### config.mk
export PLATFORM = sky130hd
export DESIGN_NAME = ext_interrupt_controller
export DESIGN_NICKNAME = d
export VERILOG_FILES = /design/src/rtl/intc_pkg.sv /design/src/rtl/irq_sync_edge.sv /design/src/rtl/ext_interrupt_controller.sv
export SDC_FILE = /design/constraint.sdc
export NUM_CORES = 1
export LEC_CHECK = 0
export ABC_AREA = 0
export CORE_MARGIN = 8
export CORE_UTILIZATION = 41
export DETAILED_ROUTE_END_ITERATION = 12
export GPL_TIMING_DRIVEN = 0
export HOLD_SLACK_MARGIN = 0.02
export PLACE_DENSITY = 0.82
export SLEW_MARGIN = 20
export SYNTH_ARGS = -nofsm -noshare
export SYNTH_HDL_FRONTEND = slang
export SYNTH_HIERARCHICAL = 1
export SYNTH_SLANG_ARGS = --single-unit
### constraint.sdc
create_clock -name clk -period 1.2 [get_ports clk]
set_input_delay 0.12 -clock clk [delete_from_list [all_inputs] [get_ports clk]]
set_output_delay 0.12 -clock clk [all_outputs]
set_load 0.02 [all_outputs]
### src/rtl/intc_pkg.sv
// Shared definitions for the external interrupt controller: FSM encoding,
// register addresses and cause-word construction.
package intc_pkg;

    typedef enum logic [1:0] {
        ST_IDLE    = 2'd0,
        ST_REQ     = 2'd1,
        ST_SERVICE = 2'd2
    } intc_state_e;

    localparam logic [1:0]  ADDR_PENDING      = 2'd0;
    localparam logic [1:0]  ADDR_MASK         = 2'd1;
    localparam logic [1:0]  ADDR_STATUS       = 2'd2;
    localparam logic [1:0]  ADDR_EOI          = 2'd3;
    localparam logic [31:0] CAUSE_EXT_DEFAULT = 32'h0000_0080;

    function automatic logic [31:0] make_cause(input logic [31:0] base, input logic [4:0] id);
        return base | {27'd0, id};
    endfunction

endpackage

### src/rtl/irq_sync_edge.sv
// One interrupt line: multi-flop synchroniser followed by a history flop
// that turns each synchronised rising edge into a single-cycle pulse.
module irq_sync_edge #(
    parameter int SYNC_STAGES = 2
) (
    input  logic clk,
    input  logic rst_n,
    input  logic irq,
    output logic rise
);

    logic [SYNC_STAGES-1:0] sync_r;
    logic                   hist_r;

    // Synchroniser shift chain and edge-history flop.
    always_ff @(posedge clk) begin
        if (!rst_n) begin
            sync_r <= {SYNC_STAGES{1'b0}};
            hist_r <= 1'b0;
        end else begin
            sync_r <= {sync_r[SYNC_STAGES-2:0], irq};
            hist_r <= sync_r[SYNC_STAGES-1];
        end
    end

    assign rise = sync_r[SYNC_STAGES-1] & ~hist_r;

endmodule

### src/rtl/ext_interrupt_controller.sv
// Fixed-priority external interrupt controller feeding the Coprocessor0
// interrupt mux, with PENDING/MASK/STATUS/EOI registers on the MMU port.
module ext_interrupt_controller
    import intc_pkg::*;
#(
    parameter int          NUM_IRQ     = 8,
    parameter int          SYNC_STAGES = 2,
    parameter logic [31:0] CAUSE_EXT   = CAUSE_EXT_DEFAULT
) (
    input  logic               clk,
    input  logic               rst_n,
    input  logic [NUM_IRQ-1:0] irq_in,
    input  logic               int_en,
    input  logic               inte_accept,
    input  logic               reg_we,
    input  logic [1:0]         reg_addr,
    input  logic [31:0]        reg_wdata,
    output logic [31:0]        reg_rdata,
    output logic               out_inte,
    output logic [31:0]        out_cause
);

    intc_state_e        state_r;
    logic [4:0]         cur_id_r;
    logic [NUM_IRQ-1:0] pending_r;
    logic [NUM_IRQ-1:0] mask_r;
    logic [NUM_IRQ-1:0] rise_s;
    logic [NUM_IRQ-1:0] active_s;
    logic [NUM_IRQ-1:0] pending_nxt_s;
    logic [NUM_IRQ-1:0] accept_clr_s;
    logic [4:0]         winner_s;
    logic [31:0]        rdata_s;
    logic               w1c_we_s;
    logic               mask_we_s;
    logic               eoi_we_s;
    logic               accept_s;
    logic               unused_wdata_s;

    for (genvar g = 0; g < NUM_IRQ; g++) begin : g_line
        irq_sync_edge #(.SYNC_STAGES(SYNC_STAGES)) u_sync (
            .clk  (clk),
            .rst_n(rst_n),
            .irq  (irq_in[g]),
            .rise (rise_s[g])
        );
    end

    assign active_s       = pending_r & mask_r;
    assign w1c_we_s       = reg_we && (reg_addr == ADDR_PENDING);
    assign mask_we_s      = reg_we && (reg_addr == ADDR_MASK);
    assign eoi_we_s       = reg_we && (reg_addr == ADDR_EOI);
    assign accept_s       = (state_r == ST_REQ) && inte_accept;
    assign accept_clr_s   = NUM_IRQ'(1'b1) << cur_id_r;
    assign unused_wdata_s = ^reg_wdata;

    // Lowest set index wins: scan downward so the last hit is the smallest.
    always_comb begin
        winner_s = 5'd0;
        for (int i = NUM_IRQ - 1; i >= 0; i--) begin
            winner_s = active_s[i] ? 5'(i) : winner_s;
        end
    end

    // Pending update: W1C and accept clear first, a new edge then sets and wins.
    always_comb begin
        pending_nxt_s = pending_r;
        if (w1c_we_s) begin
            pending_nxt_s = pending_nxt_s & ~reg_wdata[NUM_IRQ-1:0];
        end else begin
            pending_nxt_s = pending_nxt_s;
        end
        if (accept_s) begin
            pending_nxt_s = pending_nxt_s & ~accept_clr_s;
        end else begin
            pending_nxt_s = pending_nxt_s;
        end
        pending_nxt_s = pending_nxt_s | rise_s;
    end

    // Register file state and the request/service state machine.
    always_ff @(posedge clk) begin
        if (!rst_n) begin
            state_r   <= ST_IDLE;
            cur_id_r  <= 5'd0;
            pending_r <= {NUM_IRQ{1'b0}};
            mask_r    <= {NUM_IRQ{1'b0}};
        end else begin
            pending_r <= pending_nxt_s;
            if (mask_we_s) begin
                mask_r <= reg_wdata[NUM_IRQ-1:0];
            end
            case (state_r)
                ST_IDLE: begin
                    if (|active_s) begin
                        cur_id_r <= winner_s;
                        state_r  <= ST_REQ;
                    end
                end
                ST_REQ: begin
                    if (inte_accept) begin
                        state_r <= ST_SERVICE;
                    end
                end
                ST_SERVICE: begin
                    if (eoi_we_s) begin
                        state_r <= ST_IDLE;
                    end
                end
                default: begin
                    state_r <= ST_IDLE;
                end
            endcase
        end
    end

    // Register read mux; unused bits read as zero.
    always_comb begin
        rdata_s = 32'd0;
        case (reg_addr)
            ADDR_PENDING: rdata_s[NUM_IRQ-1:0] = pending_r;
            ADDR_MASK:    rdata_s[NUM_IRQ-1:0] = mask_r;
            ADDR_STATUS: begin
                rdata_s[9:8] = state_r;
                rdata_s[4:0] = cur_id_r;
            end
            ADDR_EOI:     rdata_s = 32'd0;
            default:      rdata_s = 32'd0;
        endcase
    end

    // The enable gates the request live so it can drop and return without touching state.
    assign reg_rdata = rdata_s;
    assign out_inte  = (state_r == ST_REQ) && int_en;
    assign out_cause = make_cause(CAUSE_EXT, cur_id_r);

endmodule
==> run metrics, run 1 <==
WL per Instance around 13 µm; Yosys top cell area share 38.54%; synth unique cells 37; r2r endpoint pending_r[6]; Die ar. 8372 µm²; row cnt 27; synthesized flop and latch total 45; vias in the first global route approximately 1,700; RSZ-0062 raised after global routing yes; # fillers 507; Routability Congestion between 0.8 and 0.9; leak pwr 1.506 nW; max-cap viol count 0; via/cell ratio ~4.2; Crit Path Class reg2out; Placed Area ~3000 µm²; final setup margin -0.0002330 ns; crit-path cells mux2i_1 > o21ai_1 > buf_4; initial DRC count a little under 60; final hold violation count 0; CTS tree built; CTS clk-pin slew, worst paths around 0.080 ns; Final Max Slew Viols 0; Min-Delay Endpoint g_line[0].u_sync/sync_r[0]; FMAX between 800 and 900 MHz; Worst Hold Depth 2; Initial Utilization 42.44%; die width 91.50 µm; CP required 1.08 ns; clock sinks 45; Yosys warning total 6; failing checks negative setup slack; Slowest-stage cell, CP dfxtp_4; dpl cells between 400 and 500; io pins approximately 110; outcome complete, but fails checks; Overall Global Routing Usage approximately an eighth; Hold Path Class in2reg; pre-CTS setup slack -0.8682 ns; ranking of synthesized cells by area dfxtp_1, buf_4, and2_1; Final Cycle Share 100.0%; Synth-to-Final Area Change 38.65%; worst setup path start cur_id_r[1]; worst hold slack 0.3950 ns; Worst VDD drop about 710 µV; slowest stage delay, CP slightly below 0.4 ns; final-report setup violation count 1; ys async rst share 0%; min-delay src irq_in[0]; Synth area leader dfxtp_1; Avg Cell Area, Syn between 9 and 10 µm²; Buf+Inv Stages, Crit Path 1; RR Startpoint state_r[0]; Clk Latency, worst-skew pair 0.30 ns; first-pass GRT wire length 8.645 mm; reg2reg setup slack 0.01 ns; most frequent cells in the layout buf_4, conb_1, dfxtp_1; pin count of the biggest net entering global routing 29; area of the core approximately 5500 µm²; Period minus WS final between 1 and 1.5 ns; design area about 3200 µm²; DIE HEIGHT slightly above 90 µm; Startpoint Class flip-flop; Longest Clk Path Bufs 2; crit path max fanout 6; ANT nets after route 0; Synth Instances 253; EDFF count, synth 0; Arr. time, crit path between 1 and 1.5 ns; diode count 0; gr ovfl total 0; detailed-router iteration count before antenna repair 4; cell count along the critical path 3; fin cells around 430; via count about 1,800; Post-DP HPWL between 4 and 5 mm; initial antenna violation count 0; CTS H-tree lvls 2; pwr/cell area between 1000 and 1500 nW/µm²; I/O Buffers 36; layout cell share with drive strength beyond 1 between 30% and 40%; DR DRC count 0; Main synth FF type dfxtp_1; most common library cell in the layout ignoring fill and taps buf_4; Total Routed Length around 5.4 mm; CTS root buffer clkbuf_8; Crit. End Element output pin; cts bufs inserted 5; sequential-to-total area share from yosys stat roughly two fifths; Crit path max-delay family flip-flops; worst-case reg-to-reg path depth 5; post-layout net count roughly 400; clock skew ~0.006 ns; mapped cell area between 2000 and 2500 µm²
-- power breakdown --
group          switching (W)  internal, W
logic               0.000323     0.000304
clock network       0.000505     0.000625
registers          0.0000470      0.00155
total               0.000875      0.00248
-- stage by stage --
| stage | util [%] | TNS [ns] | total power, W |
|---|---|---|---|
| 2_1_floorplan | - | 0 | 0.002063 |
| 3_3_place_gp | 53.96 | -25.82 | 0.002218 |
| 3_5_place_dp | 53.96 | -26.42 | 0.002226 |
| 4_1_cts | 56.53 | -0.08495 | 0.003374 |
| 5_1_grt | 58.85 | -0.3184 | 0.003532 |
| 6_report | 58.85 | -0.0002330 | 0.003350 |
-- state kept, by name (all words and copies together), names as in the netlist --
signal / cells
cur_id_r: 3
g_line.u_sync/hist_r: 8
g_line.u_sync/sync_r: 16
mask_r: 8
pending_r: 8
state_r: 2
-- routing by layer --
layer  global-route usage, %  vias up  part of all wire (%)
met5                       0        -                     0
met4                   5.048        0                   1.3
met3                   5.679        8                   6.8
met2                   22.15       54                    52
met1                   13.49      806                    40
li1                        -      955                     -
-- what timing repair did --
| action | 4_1_cts | 5_1_grt |
|---|---|---|
| hold endpoints to repair | 0 | 0 |
| pin swaps | 0 | 7 |
| setup endpoints to repair | 35 | 19 |
| gates resized for setup | 85 | 21 |
| buffers inserted | 3 | 8 |
| hold buffers | 0 | 0 |
-- synthesized netlist by cell type (2+ instances only) --
| cell | count |
|---|---|
| a21boi_0 | 5 |
| a21boi_1 | 3 |
| a21oi_1 | 6 |
| a221oi_1 | 6 |
| a22oi_1 | 3 |
| a31oi_1 | 3 |
| a32oi_1 | 2 |
| and2_1 | 25 |
| buf_2 | 3 |
| buf_4 | 52 |
| clkbuf_1 | 2 |
| conb_1 | 2 |
| dfxtp_1 | 45 |
| inv_1 | 6 |
| mux2i_1 | 8 |
| nand2_1 | 21 |
| nand3_1 | 8 |
| nand4_1 | 3 |
| nor2_1 | 11 |
| nor2b_1 | 3 |
| nor2b_4 | 8 |
| nor3b_2 | 4 |
| o21a_1 | 6 |
| o21ai_0 | 5 |
-- logic make-up (layout without fill, tap and decap cells) --
logic type      after synthesis  after routing  synth area share [%]
simple gates                 93             93                 26.02
mux                           8              8                 3.426
flops                        45             45                 38.54
buf+inv                      64            119                 19.11
compound gates               41             41                 12.58
other cells                   2             51                0.3213
-- worst register-to-register path: cells and delay by family (launching register included) --
kind | cells | cell delay, ns
AOI/OAI and AO/OA | 2 | 0.30
buffers and inverters | 1 | 0.12
DFF | 1 | 0.37
and+or+nand+nor | 2 | 0.31
-- cell type report --
class	instances	area, µm²	share of cell area (%)
clock inverter	2	38.79	1.197
timing repair buffer	47	419.2	12.93
tap	72	90.09	2.780
inverter	6	22.52	0.6950
buffer	58	440.4	13.59
clock buffer	6	72.57	2.239
sequential	45	940.9	29.03
multi-input combinational	193	1216	37.53
-- worst max-delay path by stage --
stage | to
finish | reg_rdata[1]
global route | reg_rdata[1]
CTS | pending_r[4]
detailed placement | reg_rdata[1]
global placement | reg_rdata[1]
floorplan | reg_rdata[2]
Note: power is estimated with default switching activity, not from simulation.
==> run 2, diff against run 1 <==
--- a/config.mk
+++ b/config.mk
@@ -6,10 +6,10 @@
 export NUM_CORES = 1
 export LEC_CHECK = 0
 export ABC_AREA = 0
+export ABC_CLOCK_PERIOD_IN_PS = 1200
 export CORE_MARGIN = 8
 export CORE_UTILIZATION = 41
 export DETAILED_ROUTE_END_ITERATION = 12
-export GPL_TIMING_DRIVEN = 0
 export HOLD_SLACK_MARGIN = 0.02
 export PLACE_DENSITY = 0.82
 export SLEW_MARGIN = 20
==> run 2 against run 1 <==
  * The run still ends with negative setup slack left
  * Die area is the same
  * Wire length grew 6.1%
  * Clock skew up 0.0011 ns
  * Global-route usage is 0.55 points higher
  * Clock power shrank 8%
  * Sequential cell count unchanged
  * Count of clock-buffer cells in the layout grew 1
  * Fmax fell by 3.5%
  * Critical endpoint is now state_r[0]
==> run metrics, run 2 (synthesis results as in run 1) <==
outcome complete, but fails checks; failing checks negative setup slack; Crit Path Class reg2reg; most common library cell in the layout ignoring fill and taps conb_1; final hold violation count 0 (unchanged); crit path max fanout 3 (-3); # fillers 505 (-0.39%); Routability Congestion 0.8836 (-0.53%); Initial Utilization 42.44% (unchanged); gr ovfl total 0 (unchanged); first-pass GRT wire length 9.059 mm (+4.8%); detailed-router iteration count before antenna repair 4 (unchanged); final-report setup violation count 3 (+2); ANT nets after route 0 (unchanged); DR DRC count 0 (unchanged); register area 922.1 µm² (-2.0%); CTS Hold Bufs 0 (unchanged); die width 91.50 µm (unchanged); io pins 112 (unchanged); clock skew 0.007114 ns (+0.001135 ns); Crit. End Element flip-flop; Arr. time, crit path 1.43 ns (+0.35 ns); I/O Buffers 36 (unchanged); min-delay src irq_in[7]; Min-Delay Endpoint g_line[7].u_sync/sync_r[0]; CTS tree built; Final Max Slew Viols 0 (unchanged); reg2reg setup slack -0.04 ns (-0.05 ns); Total Routed Length 5.782 mm (+6.1%); max-cap viol count 0 (unchanged); Post-DP HPWL 4.127 mm (+1.8%); pre-CTS setup slack -0.6296 ns (+0.2385 ns); Period minus WS final 1.244 ns (+0.04334 ns); RSZ-0062 raised after global routing yes; Synth-to-Final Area Change 32.07%; worst-case reg-to-reg path depth 5 (unchanged); initial antenna violation count 0 (unchanged); leak pwr 1.362 nW (-9.6%); Placed Area 2845 µm² (-4.3%); diode count 0 (unchanged); design area 3087 µm² (-4.7%); initial DRC count 88 (+52%); Worst Hold Depth 2 (unchanged); CTS root buffer clkbuf_8; via count 1,819 (-0.22%); CP required 1.39 ns (+0.31 ns); Startpoint Class flip-flop; post-layout net count 375 (-6.9%); Overall Global Routing Usage 13.44% (+0.55 points); DIE HEIGHT 91.50 µm (unchanged); register with the most flip-flops g_line.u_sync/sync_r; Longest Clk Path Bufs 2 (unchanged); area of the core 5507 µm² (unchanged); Hold Path Class in2reg; most frequent cells in the layout conb_1, buf_4, dfxtp_1; Final Cycle Share 103.6% (+3.6 points); WL per Instance 14.42 µm (+14%); cts bufs inserted 5 (unchanged); Clk Latency, worst-skew pair 0.29 ns (about the same); worst hold slack 0.3965 ns (+0.001464 ns); r2r endpoint state_r[0]; CTS clk-pin slew, worst paths 0.09 ns (about the same); Die ar. 8372 µm² (unchanged); CTS H-tree lvls 2 (unchanged); via/cell ratio 4.536 (+6.7%); FMAX 804.1 MHz (-3.5%); pin count of the biggest net entering global routing 26 (-10%); vias in the first global route 1,814 (+3.7%); layout cell share with drive strength beyond 1 34.95% (-2.3 points); Largest register FFs 16 (unchanged); pwr/cell area 1046 nW/µm² (+1.1%); Worst VDD drop 718.1 µV (+1.2%); final setup margin -0.04358 ns (-0.04334 ns); row cnt 27 (unchanged); area occupied by multi-input gates 1300 µm² (+6.9%); RR Startpoint mask_r[6]; clock sinks 45 (unchanged)
run 2: worst max-delay path by stage:
stage | cells after the start | end | slack [ns] | from
6_report | 5 | state_r[0] | -0.04 | mask_r[6]
5_1_grt | 5 | state_r[0] | -0.10 | mask_r[6]
4_1_cts | 5 | pending_r[1] | -0.003 | state_r[0]
3_5_place_dp | 5 | reg_rdata[4] | -0.63 | reg_addr[0]
3_3_place_gp | 5 | reg_rdata[2] | -0.59 | reg_addr[0]
2_1_floorplan | 2 | reg_rdata[2] | 0.02 | cur_id_r[2]
run 2: per-stage QoR:
stage / instances / util [%] / setup TNS (ns) / power (W)
floorplan: 302 / - / 0 / 0.002063
global placement: 390 / 51.67 / -11.21 / 0.002151
detailed placement: 390 / 51.67 / -12.02 / 0.002161
CTS: 400 / 54.56 / -0.003109 / 0.003223
global route: 401 / 56.06 / -0.3715 / 0.003391
finish: 401 / 56.06 / -0.04539 / 0.003228
run 2: critical path: stages (launching register included):
cell,delay (ns)
dfxtp_2,0.34
buf_4,0.14
a22oi_2,0.16
nand4_1,0.22
nor2_1,0.20
nor4b_2,0.07
run 2: power breakdown:
group	internal (W)	switching, W
clock	0.000532	0.000513
sequential	0.00156	0.0000361
combinational	0.000246	0.000344
total	0.00233	0.000893
run 2: metal layers:
layer	vias up	GRT usage (%)	wire length, µm	share of wire [%]
met5	-	0	0	0
met3	14	4.198	329	5.7
met1	845	14.76	2329	40
met4	0	5.048	146	2.5
li1	899	-	-	-
met2	61	23.59	2977	51
run 2: cell type report:
cell class              instances  area share, %
well taps                      72          2.919
flip-flops and latches         45          29.87
clock inverters                 1         0.2837
multi-input cells             193          42.12
inverters                       6         0.7296
clock buffers                   7          3.121
repair buffers                 77          20.96
run 2: repair_timing:
action | CTS | global route
setup endpoints to repair | 32 | 21
gates cloned | 1 | 0
gates resized for setup | 77 | 36
pin swaps | 2 | 14
hold endpoints to repair | 0 | 0
buffers inserted | 1 | 2
